**config.mk**
```make
export PLATFORM = sky130hd
export DESIGN_NAME = sipo_deframer
export DESIGN_NICKNAME = d
export VERILOG_FILES = /design/src/rtl/uart_pkg.sv /design/src/rtl/sipo_hold_stage.sv /design/src/rtl/sipo_deframer.sv
export SDC_FILE = /design/constraint.sdc
export NUM_CORES = 1
export LEC_CHECK = 0
export CAP_MARGIN = 20
export CORE_MARGIN = 4
export CORE_UTILIZATION = 42
export CTS_CLUSTER_SIZE = 14
export DETAILED_ROUTE_END_ITERATION = 10
export HOLD_SLACK_MARGIN = 0.08
export PLACE_DENSITY = 0.7
export SYNTH_ARGS = -nofsm -noshare
export SYNTH_HDL_FRONTEND = slang
export SYNTH_SLANG_ARGS = --single-unit
```
**constraint.sdc**
```tcl
create_clock -name clk -period 1.4 [get_ports clk]
set_input_delay 0.28 -clock clk [delete_from_list [all_inputs] [get_ports clk]]
set_output_delay 0.28 -clock clk [all_outputs]
set_load 0.03 [all_outputs]
```
**src/rtl/uart_pkg.sv**
```systemverilog
// Shared UART receive-path definitions: deframer FSM states, default word
// width, bit-order selectors and a parity helper.
package uart_pkg;

   localparam int unsigned DATA_W_DEFAULT  = 8;
   localparam int unsigned LSB_FIRST_ORDER = 1;
   localparam int unsigned MSB_FIRST_ORDER = 0;

   typedef enum logic {
      ST_COLLECT = 1'b0,
      ST_PARITY  = 1'b1
   } deframer_state_t;

   // XOR-reduction of a word zero-extended to 16 bits (widest legal word).
   function automatic logic parity16(input logic [15:0] value);
      return ^value;
   endfunction

endpackage

```
**src/rtl/sipo_hold_stage.sv**
```systemverilog
// Single-entry valid/ready holding register with sticky overrun detection.
// A new offer is accepted when the stage is empty or being drained in the
// same cycle; otherwise it is dropped and overrun is raised.
module sipo_hold_stage #(
   parameter int unsigned W = 9
) (
   input  logic         clk,
   input  logic         rst,
   input  logic         offer,
   input  logic [W-1:0] offer_data,
   input  logic         out_ready,
   input  logic         ovr_clr,
   output logic [W-1:0] out_data,
   output logic         out_valid,
   output logic         overrun
);

   logic accept;
   logic drop;

   // Decode whether the current offer is taken or lost.
   always_comb begin
      accept = 1'b0;
      drop   = 1'b0;
      if (offer) begin
         if (!out_valid || out_ready) begin
            accept = 1'b1;
         end else begin
            drop = 1'b1;
         end
      end else begin
         accept = 1'b0;
         drop   = 1'b0;
      end
   end

   // Holding register, valid flag and sticky overrun (set beats clear).
   always_ff @(posedge clk) begin
      if (rst) begin
         out_data  <= '0;
         out_valid <= 1'b0;
         overrun   <= 1'b0;
      end else begin
         if (accept) begin
            out_data  <= offer_data;
            out_valid <= 1'b1;
         end else if (out_valid && out_ready && !offer) begin
            out_valid <= 1'b0;
         end
         if (drop) begin
            overrun <= 1'b1;
         end else if (ovr_clr) begin
            overrun <= 1'b0;
         end
      end
   end

endmodule

```
**src/rtl/sipo_deframer.sv**
```systemverilog
// Serial-in/parallel-out deframer for the UART receive path.
// Collects DATA_W bits under the shift strobe in either bit order and hands
// each word to a valid/ready holding stage.
// Optional build macro PARITY_CHECK_EN: adds a trailing parity bit per frame
// (PARITY state) and reports parity_err alongside out_data; without it
// parity_err is always 0.
module sipo_deframer
   import uart_pkg::*;
#(
   parameter int unsigned DATA_W     = DATA_W_DEFAULT,
   parameter int unsigned LSB_FIRST  = LSB_FIRST_ORDER,
   parameter int unsigned PARITY_ODD = 0
) (
   input  logic                        clk,
   input  logic                        rst,
   input  logic                        frame_rst,
   input  logic                        shift,
   input  logic                        in,
   output logic [DATA_W-1:0]           out_data,
   output logic                        out_valid,
   input  logic                        out_ready,
   output logic                        overrun,
   input  logic                        ovr_clr,
   output logic                        parity_err,
   output logic                        busy,
   output logic [$clog2(DATA_W+1)-1:0] bit_cnt
);

   localparam int unsigned CNT_W = $clog2(DATA_W + 1);

   if (DATA_W < 5 || DATA_W > 16 || LSB_FIRST > 1 || PARITY_ODD > 1) begin : g_param_check
      $error("sipo_deframer: illegal parameter value");
   end

   logic [DATA_W-1:0] sreg;
   logic [DATA_W-1:0] shifted;
   logic              last_bit;
   deframer_state_t   state;
   logic              offer;
   logic [DATA_W:0]   offer_data;
   logic [DATA_W:0]   hold_data;

`ifdef PARITY_CHECK_EN
   logic [DATA_W-1:0] word;
   logic              parity_err_next;
`endif

   // Shift register contents including the bit sampled this cycle.
   always_comb begin
      if (LSB_FIRST == LSB_FIRST_ORDER) begin
         shifted = {in, sreg[DATA_W-1:1]};
      end else begin
         shifted = {sreg[DATA_W-2:0], in};
      end
   end

   assign last_bit = (bit_cnt == CNT_W'(DATA_W - 1));

`ifdef PARITY_CHECK_EN
   assign parity_err_next = parity16(16'(word)) ^ in ^ 1'(PARITY_ODD);

   // A word is offered once its parity bit has been sampled.
   always_comb begin
      offer      = 1'b0;
      offer_data = '0;
      if (!frame_rst && shift && (state == ST_PARITY)) begin
         offer      = 1'b1;
         offer_data = {parity_err_next, word};
      end else begin
         offer      = 1'b0;
         offer_data = '0;
      end
   end
`else
   // A word is offered on the edge that samples its final data bit.
   always_comb begin
      offer      = 1'b0;
      offer_data = '0;
      if (!frame_rst && shift && (state == ST_COLLECT) && last_bit) begin
         offer      = 1'b1;
         offer_data = {1'b0, shifted};
      end else begin
         offer      = 1'b0;
         offer_data = '0;
      end
   end
`endif

   // Bit collection FSM: shift register, bit counter and frame state.
   always_ff @(posedge clk) begin
      if (rst) begin
         sreg    <= '0;
         bit_cnt <= '0;
         state   <= ST_COLLECT;
`ifdef PARITY_CHECK_EN
         word    <= '0;
`endif
      end else if (frame_rst) begin
         sreg    <= '0;
         bit_cnt <= '0;
         state   <= ST_COLLECT;
      end else if (shift) begin
         case (state)
            ST_COLLECT: begin
               if (last_bit) begin
                  sreg    <= '0;
                  bit_cnt <= '0;
`ifdef PARITY_CHECK_EN
                  word    <= shifted;
                  state   <= ST_PARITY;
`else
                  state   <= ST_COLLECT;
`endif
               end else begin
                  sreg    <= shifted;
                  bit_cnt <= bit_cnt + CNT_W'(1);
               end
            end
            ST_PARITY: begin
               state <= ST_COLLECT;
            end
            default: begin
               state <= ST_COLLECT;
            end
         endcase
      end
   end

   sipo_hold_stage #(
      .W(DATA_W + 1)
   ) u_hold (
      .clk       (clk),
      .rst       (rst),
      .offer     (offer),
      .offer_data(offer_data),
      .out_ready (out_ready),
      .ovr_clr   (ovr_clr),
      .out_data  (hold_data),
      .out_valid (out_valid),
      .overrun   (overrun)
   );

   // The top hold bit carries the parity result; in the plain build it is
   // only ever loaded with 0.
   assign out_data   = hold_data[DATA_W-1:0];
   assign parity_err = hold_data[DATA_W];
   assign busy       = (bit_cnt != '0) || (state == ST_PARITY);

endmodule

```
# After elaboration in Yosys (flattened, before gate mapping)

Cells that the tools add are included.

$add $sub $neg: 1
Equality and inequality tests: 1
Multiplexer cells: 12
Reduce and logical (&&, ||, !) cells: 12

Operators with widths:

| cell                                                                   | number |
|---|---|
| 8-bit two-way mux                                                      | 2 |
| 1-bit two-way mux                                                      | 9 |
| 4-bit by 1-bit adder with 4-bit output (second input constant)         | 1 |
| 4-bit by 3-bit equality test with 1-bit output (second input constant) | 1 |
| 1-bit logical AND                                                      | 4 |
| 4-bit two-way mux                                                      | 1 |
| 2-bit nonzero test                                                     | 2 |
| 4-bit nonzero test                                                     | 1 |
| 1-bit zero test                                                        | 3 |
| 2-bit OR reduction                                                     | 1 |
| 1-bit logical OR                                                       | 1 |

Bits in registers: 23
Bits of input ports: 7
Output and inout port bits: 16
Logic and storage cells: 31

# Longest topological paths before layout

Gate-level depths: netlist (run 1).

Word-level depth: 8
Mapped depth: 5
Depth with buffers taken out: 4

# By module

From an unflattened synthesis (run 1), not the netlist that was laid out.

Cell total of the unflattened synthesis: 105
Area, all modules: 1026.0 um^2

Modules (own cells, without submodules):

| module          | times used | cells an instance | area an instance (um^2) | sequential area each (um^2) |
|---|---|---|---|---|
| sipo_deframer   | 1          | 57                | 539.3                   | 220.2 |
| sipo_hold_stage | 1          | 48                | 486.7                   | 220.2 |

# Worst setup path before layout (run 1)

No wires, ideal clock.

Path kind: register to register
Start: register bit_cnt[1]
End: register u_hold.out_data[0]
Library setup time: 0.072 ns
Arrival time: 1.486 ns
Required time: 1.328 ns
Slack: -0.158 ns
Stages on the path, launching flop included: 6
Path buffers: 1
Clock period less this slack: 1.558 ns
Cell sequence: dfxtp_1 > ha_1 > nand2b_1 > nor4b_2 > buf_4 > mux2i_1

Longest elaborated chain between the ends: 4
Elaborated cells on any way between the ends: 5
Those cells by class: 1 x eq/ne; 3 x mux; 1 x reduce/logical

RTL lines:

| element                                            | line                  | RTL |
|---|---|---|
| start: declaration                                 | sipo_deframer.sv:26   | `output logic [$clog2(DATA_W+1)-1:0] bit_cnt` |
| start signal: assignment                           | sipo_deframer.sv:116  | `bit_cnt <= bit_cnt + CNT_W'(1);` |
| 4-bit by 3-bit equality test with 1-bit output (*) | sipo_deframer.sv:57   | `assign last_bit = (bit_cnt == CNT_W'(DATA_W - 1));` |
| 1-bit logical AND (*)                              | sipo_deframer.sv:79   | `if (!frame_rst && shift && (state == ST_COLLECT) && last_bit) begin` |
| 1-bit two-way mux                                  | sipo_deframer.sv:79   |  |
| 1-bit two-way mux                                  | sipo_hold_stage.sv:25 | `if (offer) begin` |
| end signal: assignment                             | sipo_hold_stage.sv:45 | `out_data <= offer_data;` |
| end: declaration                                   | sipo_hold_stage.sv:13 | `output logic [W-1:0] out_data,` |

Mark *: on every way between the ends. The rest lies on a longest branch, timed or not.
A chain may end at the register's enable or synchronous reset.

# Worst setup path after layout (run 1)

Start: register bit_cnt[1]
End: output busy

Longest elaborated chain between the ends: 1

RTL lines:

| element            | line                 | RTL |
|---|---|---|
| 4-bit nonzero test | sipo_deframer.sv:147 | `assign busy = (bit_cnt != '0) \|\| (state == ST_PARITY);` |
| end: declaration   | sipo_deframer.sv:25  | `output logic busy,` |

No other way between the ends.

==> impl_metrics.json, run 1 <==
{
  "status": "completed",
  "switching_power_uw": 230.4,
  "yosys-top-cells-area": "dfxtp_1 45%, nand2b_1 17%, mux2i_1 9.6%",
  "cts_tree": "built",
  "synth.area.mux_share": 0.09574,
  "ys_seq_elements": 21,
  "place_hpwl_um": 1297,
  "cp.required_ns": 1.12,
  "async_reset_ff_frac": 0,
  "path_class": "reg2out",
  "ant_nets": 0,
  "synth.top_cell.area_share": 0.4468,
  "cpPeakStageDelay_ns": 0.41,
  "stdcell_count": 154,
  "grt_usage": 0.1186,
  "synthDistinctLibCells": 23,
  "synth_top_cell_by_area": "dfxtp_1",
  "portBuffers": 21,
  "synth_edf_count": 0,
  "gp_congestion": 0.6584,
  "clk_pin_slew_ns": 0.12,
  "h-tree-depth": 1,
  "clkPwrFrac": 0.297,
  "drive_gt1_frac": 0.2126,
  "wl_per_cell_um": 12.33,
  "setup_violations": 0,
  "yosys.cell_count.top_type": "nand2b_1",
  "synth_compound_area_frac": 0.06649,
  "hold_violations": 0,
  "seq_power_share": 0.614,
  "synthAdderAreaFrac": 0.02660,
  "syn2layout_area_growth_pct": 34.44,
  "critPathBufInv": 2,
  "timing.fmax_mhz": 725.5,
  "core_um2": 2042,
  "rsz0062_at_grt": "true",
  "grt_max_degree": 19,
  "post-place-ws_ns": -0.2148,
  "hold_buffers": 0,
  "critPathTopFamily": "flip-flops",
  "synth_warnings": 0,
  "finClkSkew_ns": 0.006014,
  "synthesis.area_um2": 940.9,
  "arrival_ns": 1.10,
  "min_period_ns": 1.378,
  "cp_max_fo": 5,
  "holdCritPathClass": "reg2reg",
  "vias_per_cell": 4.877,
  "initial_core_util": 0.4608,
  "drv_cap": 0,
  "yosysSeqAreaShare": 0.4468,
  "power_density_nw_per_um2": 774.9,
  "synth_top_family_by_area": "simple AND/OR/NAND/NOR gates",
  "vias": 751,
  "cts.path.max_buffers": 2,
  "design.die.area_um2": 3061,
  "syn_inst": 102,
  "ir_worst_vdd_v": 0.0004586,
  "cts_made_buffers": 3,
  "synth_nets": 111,
  "synthXorXnorAreaFrac": 0.009309,
  "grt_pass1_vias": 710,
  "clock-sinks": 21,
  "diodes": 0,
  "rows": 16,
  "crit_cells": 4,
  "synth_common_cells": "26 x nand2b_1, 21 x dfxtp_1, 10 x a21oi_1",
  "totalWireLength_um": 1899,
  "num_io_pins": 23,
  "p_comb_frac": 0.089,
  "fin_crit_sh": 0.9845,
  "yosys_most_used_dff": "dfxtp_1",
  "dp_cells": 148,
  "die_h_um": 55.33,
  "crit_chain": "inv_2, ha_4, nand2_2, buf_6",
  "drv_slew": 0,
  "grt_pass1_wl_um": 2946,
  "p_leak_nw": 0.4754,
  "sw_frac_of_total": 0.2351,
  "drc": 0,
  "grt_antenna_before_repair": 0,
  "fin_ws_ns": 0.02169,
  "multiInputGateArea_um2": 520.5,
  "reg2reg_depth": 5,
  "crit_path_end_kind": "output pin",
  "drt_pre_antenna_iters": 4,
  "cts-root-buf": "clkbuf_4",
  "min_path_cells": 2,
  "drt_first_iter_violations": 11,
  "grt.overflow.total": 0,
  "layout.nets": 137,
  "avgSynthCellArea_um2": 9.225,
  "cp-start-kind": "flop",
  "slowest_stage": "dfxtp_4",
  "synthSimpleGateAreaFrac": 0.3005,
  "clk_latency_ns": 0.30,
  "chipWidth_um": 55.33,
  "seqCellArea_um2": 427.9,
  "fillCellCount": 208,
  "intPower_uw": 749.8
}
[metal layers]
metal | vias up | routed length [µm] | GRT usage
met5 | - | 0 | 0
li1 | 387 | - | -
met1 | 349 | 853 | 0.1380
met3 | 2 | 84 | 0.03030
met2 | 13 | 951 | 0.2027
met4 | 0 | 10 | 0.05208
[power groups by stage]
stage | registers, mW | logic [mW] | clock network, mW
6_report | 0.602 | 0.0875 | 0.291
5_1_grt | 0.603 | 0.0934 | 0.324
4_1_cts | 0.602 | 0.0844 | 0.301
3_5_place_dp | 0.615 | 0.0806 | 0
3_3_place_gp | 0.614 | 0.0793 | 0
2_1_floorplan | 0.617 | 0.0464 | 0
[worst reg2reg max path, cell delays in order, from the launching register on]
cell      delay, ns
dfxtp_4        0.41
ha_4           0.16
buf_4          0.11
nand3b_1       0.27
nand3_1        0.19
a21oi_1        0.07
[cell type report]
cell class / instances / area share
Timing Repair Buffer: 28 / 0.1958
Sequential cell: 21 / 0.3383
Inverter: 2 / 0.005935
Multi-Input combinational cell: 72 / 0.4115
Tap cell: 27 / 0.02671
Clock inverter: 1 / 0.003956
Clock buffer: 3 / 0.01780
[state kept, by name, indices dropped and copies added, names as in the netlist]
register and flops:
u_hold.out_valid 1, sreg 7, u_hold.overrun 1, bit_cnt 4, u_hold.out_data 8
[cells by family after synthesis]
group	Yosys count
AOI/OAI and AO/OA	12
xor gates and xnor gates	1
adders and majority gates	2
buffers and inverters	9
DFF	21
muxes	9
other	1
and+or+nand+nor	47
[repair_timing]
action	CTS	global route
endpoints found under the setup margin	22	12
resized for setup	21	8
buffers inserted	1	1
pin swaps	2	2
[final timing paths]
check                  endpoint  slack (ns)                from
min          u_hold.out_data[4]        0.48  u_hold.out_data[4]
max                        busy        0.02          bit_cnt[1]
min reg2reg  u_hold.out_data[4]        0.48  u_hold.out_data[4]
max reg2reg             sreg[3]        0.08          bit_cnt[1]
[layout by cell type, fill, tap and decap left out, types with 2 or more instances in the layout]
master / count
buf_6: 2
a21oi_1: 10
clkbuf_4: 3
clkdlybuf4s15_1: 2
dlygate4sd2_1: 10
dfxtp_1: 19
ha_4: 2
inv_2: 2
nor2_1: 3
dfxtp_4: 2
buf_4: 7
nand2b_1: 25
clkdlybuf4s50_1: 6
nand2_2: 2
mux2i_1: 8
nand2_1: 2
nand3_1: 8
[through the flow]
| stage | hold slack, ns | area, µm² | TNS [ns] | total power [mW] | utilization |
|---|---|---|---|---|---|
| floorplan | 0.4353 | 948.4 | 0 | 0.6638 | - |
| global placement | 0.4598 | 1185 | -1.417 | 0.6937 | 0.5803 |
| detailed placement | 0.4645 | 1185 | -1.800 | 0.6953 | 0.5803 |
| CTS | 0.4812 | 1226 | -0.01046 | 0.9873 | 0.6005 |
| global route | 0.4912 | 1265 | -0.03406 | 1.020 | 0.6195 |
| finish | 0.4770 | 1265 | 0 | 0.9802 | 0.6195 |
No activity file was read; power rests on OpenSTA's default activity.
==> run 2, diff against run 1 <==
Settings changed: CORE_MARGIN 4 to 2.
==> run 2 against run 1 <==
Net effect:
- setup slack improved by 0.0089 ns
- critical path depth unchanged
- sequential share of layout area grew 0.96 points
- final cell count is 1.3% lower
- wire length fell by 5.0%
- combinational power down 6.2%
- clock skew decreased by 0.0043 ns
- critical endpoint unchanged
- largest power group unchanged
==> impl_metrics.json, run 2 (synthesis gave the netlist of run 1 again) <==
{
  "grt_pass1_vias": 717,
  "grt_pass1_wl_um": 3015,
  "grt_max_degree": 19,
  "layout.nets": 134,
  "h-tree-depth": 1,
  "crit_path_end_kind": "output pin",
  "cts_setup_buffers": 0,
  "portBuffers": 21,
  "grt_antenna_before_repair": 0,
  "reg2reg_depth": 5,
  "finClkSkew_ns": 0.001763,
  "design.die.area_um2": 2635,
  "cp.required_ns": 1.12,
  "vias": 744,
  "regMostFlops": "u_hold.out_data",
  "cp_max_fo": 5,
  "setup_violations": 0,
  "hold_violations": 0,
  "chipWidth_um": 51.33,
  "ant_nets": 0,
  "p_leak_nw": 0.4531,
  "clk_latency_ns": 0.30,
  "core_um2": 2170,
  "timing.fmax_mhz": 730.2,
  "drc": 0,
  "final_area_um2": 1234,
  "grt.overflow.total": 0,
  "crit_chain": "inv_2, ha_4, nand2_2, buf_6",
  "drt_first_iter_violations": 5,
  "cts-root-buf": "clkbuf_4",
  "fin_crit_sh": 0.9782,
  "die_h_um": 51.33,
  "arrival_ns": 1.09,
  "reg_top3": "u_hold.out_data x8, sreg x7, bit_cnt x4",
  "ir_worst_vdd_v": 0.0004812,
  "path_class": "reg2out",
  "totalWireLength_um": 1804,
  "placed_area_um2": 1179,
  "final_common_cell": "nand2b_1",
  "holdWs_ns": 0.4770,
  "rsz0062_at_grt": "true",
  "grt_usage": 0.1555,
  "largest_reg_flops": 8,
  "slowest_stage": "dfxtp_4",
  "rows": 17,
  "clk_pin_slew_ns": 0.11,
  "place_hpwl_um": 1270,
  "initial_core_util": 0.4337,
  "gp_congestion": 0.6959,
  "cpPeakStageDelay_ns": 0.40,
  "cts_made_buffers": 3,
  "holdCritPathClass": "reg2reg",
  "clock-sinks": 21,
  "cp-start-kind": "flop",
  "wl_per_cell_um": 11.87,
  "cts_tree": "built",
  "hold_buffers": 0,
  "drv_cap": 0,
  "vias_per_cell": 4.895,
  "utilization": 0.5686,
  "power_density_nw_per_um2": 790.3,
  "mostFrequentLayoutCells": "25 x nand2b_1, 18 x dfxtp_1, 10 x a21oi_1",
  "power_uw": 975.0,
  "status": "completed",
  "setup_tns_ns": 0,
  "drt_pre_antenna_iters": 4,
  "min_period_ns": 1.369,
  "diodes": 0,
  "num_io_pins": 23,
  "syn2layout_area_growth_pct": 31.12,
  "drv_slew": 0,
  "min_path_cells": 2,
  "drive_gt1_frac": 0.2016,
  "cts.path.max_buffers": 2
}
-- run 2: changes by cell type in the layout (fill, tap and decap cells not counted), sizes merged --
cell           delta
clkdlybuf4s15     -1
clkinv            -1
dlygate4sd2       -1
clkbuf            +3
buf               -3
-- run 2: path summary, 6_finish.rpt --
| check | from | to | slack, ns |
|---|---|---|---|
| hold reg to reg | u_hold.out_data[5] | u_hold.out_data[5] | 0.48 |
| hold / removal | u_hold.out_data[5] | u_hold.out_data[5] | 0.48 |
| setup / recovery | bit_cnt[1] | busy | 0.03 |
| setup reg to reg | bit_cnt[0] | u_hold.out_data[1] | 0.09 |
-- run 2: worst max-delay path: cells and delay by family, from the launching register on --
kind	cells	cell delay, ns
flops	1	0.40
buf+inv	2	0.18
fa+ha+maj	1	0.15
simple gates	1	0.06
-- run 2: cell type report --
class / instances / area [µm²]
clock buffers: 4 / 26.28
fillers: 220 / 935.9
inverters: 2 / 10.01
multi-input cells: 72 / 516.7
flip-flops and latches: 21 / 429.2
well taps: 28 / 35.03
repair buffers: 25 / 216.5
-- run 2: power by group --
| part | switching [mW] | internal, mW | total [mW] |
|---|---|---|---|
| registers | 0.00478 | 0.598 | 0.602 |
| clock network | 0.179 | 0.111 | 0.290 |
| logic | 0.0410 | 0.0411 | 0.0821 |
| total | 0.225 | 0.750 | 0.975 |
-- run 2: routing by layer --
metal  global-route usage  wire length [µm]  vias to the layer above
met5                    0                 0                        -
met4               0.1053                46                        0
met3              0.02632                78                        5
met2               0.2706               894                       16
met1               0.1718               785                      341
li1                     -                 -                      382
-- run 2: what timing repair did --
action                                  4_1_cts  5_1_grt
gates cloned                                  0        0
pin swaps                                     2        3
endpoints found under the setup margin       22       13
resized for setup                            20       13
-- run 2: per-stage QoR --
step | worst slack [ns] | std cells
floorplan | 0.03859 | 102
global placement | -0.1668 | 148
detailed placement | -0.2027 | 148
CTS | -0.004871 | 152
global route | -0.01723 | 152
finish | 0.03057 | 152
==> run 3, diff against run 2 <==
Settings changed: SKIP_CTS_REPAIR_TIMING set to 1.
==> run 3 against run 2 <==
Net effect:
- total power rose by 0.27%
- largest power group unchanged
- largest cell class unchanged
- register-to-register slack is essentially flat
- design area is 4.7% higher
==> impl_metrics.json, run 3 (synthesis gave the netlist of run 1 again) <==
{
  "status": "completed",
  "finClkSkew_ns": 0.001299,
  "rows": 17,
  "wl_per_cell_um": 12.21,
  "clk_latency_ns": 0.30,
  "gp_congestion": 0.6959,
  "utilization": 0.5952,
  "ant_nets": 0,
  "initial_core_util": 0.4337,
  "power_density_nw_per_um2": 757.1,
  "crit_path_end_kind": "output pin",
  "vias": 744,
  "syn2layout_area_growth_pct": 37.23,
  "h-tree-depth": 1,
  "cp_max_fo": 5,
  "layout.nets": 134,
  "grt_usage": 0.1537,
  "drt_pre_antenna_iters": 3,
  "grt_antenna_before_repair": 0,
  "regMostFlops": "u_hold.out_data",
  "die_h_um": 51.33,
  "hold_violations": 0,
  "drv_slew": 0,
  "cts_tree": "built",
  "drc": 0,
  "setup_violations": 0,
  "timing.fmax_mhz": 726.6,
  "setup_tns_ns": 0,
  "grt_max_degree": 19,
  "design.die.area_um2": 2635,
  "path_class": "reg2out",
  "reg_top3": "u_hold.out_data x8, sreg x7, bit_cnt x4",
  "chipWidth_um": 51.33,
  "cts.path.max_buffers": 2,
  "holdWs_ns": 0.4777,
  "largest_reg_flops": 8,
  "cts_made_buffers": 3,
  "grt_pass1_vias": 708,
  "drt_first_iter_violations": 5,
  "fin_crit_sh": 0.9831,
  "grt_pass1_wl_um": 2967,
  "clock-sinks": 21,
  "min_period_ns": 1.376,
  "clk_pin_slew_ns": 0.11,
  "core_um2": 2170,
  "vias_per_cell": 4.895,
  "ff2ff_setup_slack_ns": 0.09,
  "num_io_pins": 23,
  "drive_gt1_frac": 0.1694,
  "arrival_ns": 1.10,
  "mostFrequentLayoutCells": "25 x nand2b_1, 19 x dfxtp_1, 13 x dlymetal6s2s_1",
  "cts-root-buf": "clkbuf_4",
  "portBuffers": 21,
  "place_hpwl_um": 1270,
  "p_leak_nw": 0.6453,
  "holdCritPathClass": "reg2reg",
  "rsz0062_at_grt": "true",
  "final_common_cell": "nand2b_1",
  "cp-start-kind": "flop",
  "totalWireLength_um": 1856,
  "power_uw": 977.6,
  "diodes": 0,
  "ir_worst_vdd_v": 0.0005148,
  "drv_cap": 0,
  "cp.required_ns": 1.12,
  "grt.overflow.total": 0
}
==> run 3: final timing paths <==
path              cells past startpoint               start            endpoint
setup reg to reg                      5          bit_cnt[0]  u_hold.out_data[0]
hold reg to reg                       2  u_hold.out_data[3]  u_hold.out_data[3]
setup / recovery                      4          bit_cnt[0]                busy
hold / removal                        2  u_hold.out_data[3]  u_hold.out_data[3]
==> run 3: critical path: stages (launching register included) <==
cell and delay, ns:
dfxtp_4 0.41, inv_4 0.05, ha_4 0.15, nand2_2 0.07, buf_6 0.13
==> run 3: layout make-up <==
cell class | count | area (µm²)
timing repair buffer | 25 | 275.3
inverter | 2 | 10.01
multi-input combinational | 72 | 516.7
tap | 28 | 35.03
sequential | 21 | 427.9
clock buffer | 4 | 26.28
fill | 206 | 878.3
==> run 3: metrics by stage <==
| step | instances | setup WS, ns | area (µm²) |
|---|---|---|---|
| 3_5_place_dp | 148 | -0.2027 | 1179 |
| 3_3_place_gp | 148 | -0.1668 | 1179 |
| 6_report | 152 | 0.02363 | 1291 |
| 4_1_cts | 152 | -0.2955 | 1205 |
| 2_1_floorplan | 102 | 0.03859 | 948.4 |
| 5_1_grt | 152 | -0.02887 | 1291 |
==> run 3: metal layers <==
metal | track usage | share of wire
met3 | 0.02632 | 0.039
met4 | 0.1053 | 0.017
met2 | 0.2641 | 0.50
met5 | 0 | 0
met1 | 0.1718 | 0.44
==> run 3: where the power goes <==
part,switching [mW],internal [mW],leakage [nW]
Sequential,0.00463,0.598,0.171
Combinational,0.0414,0.0428,0.459
Clock,0.180,0.111,0.0150
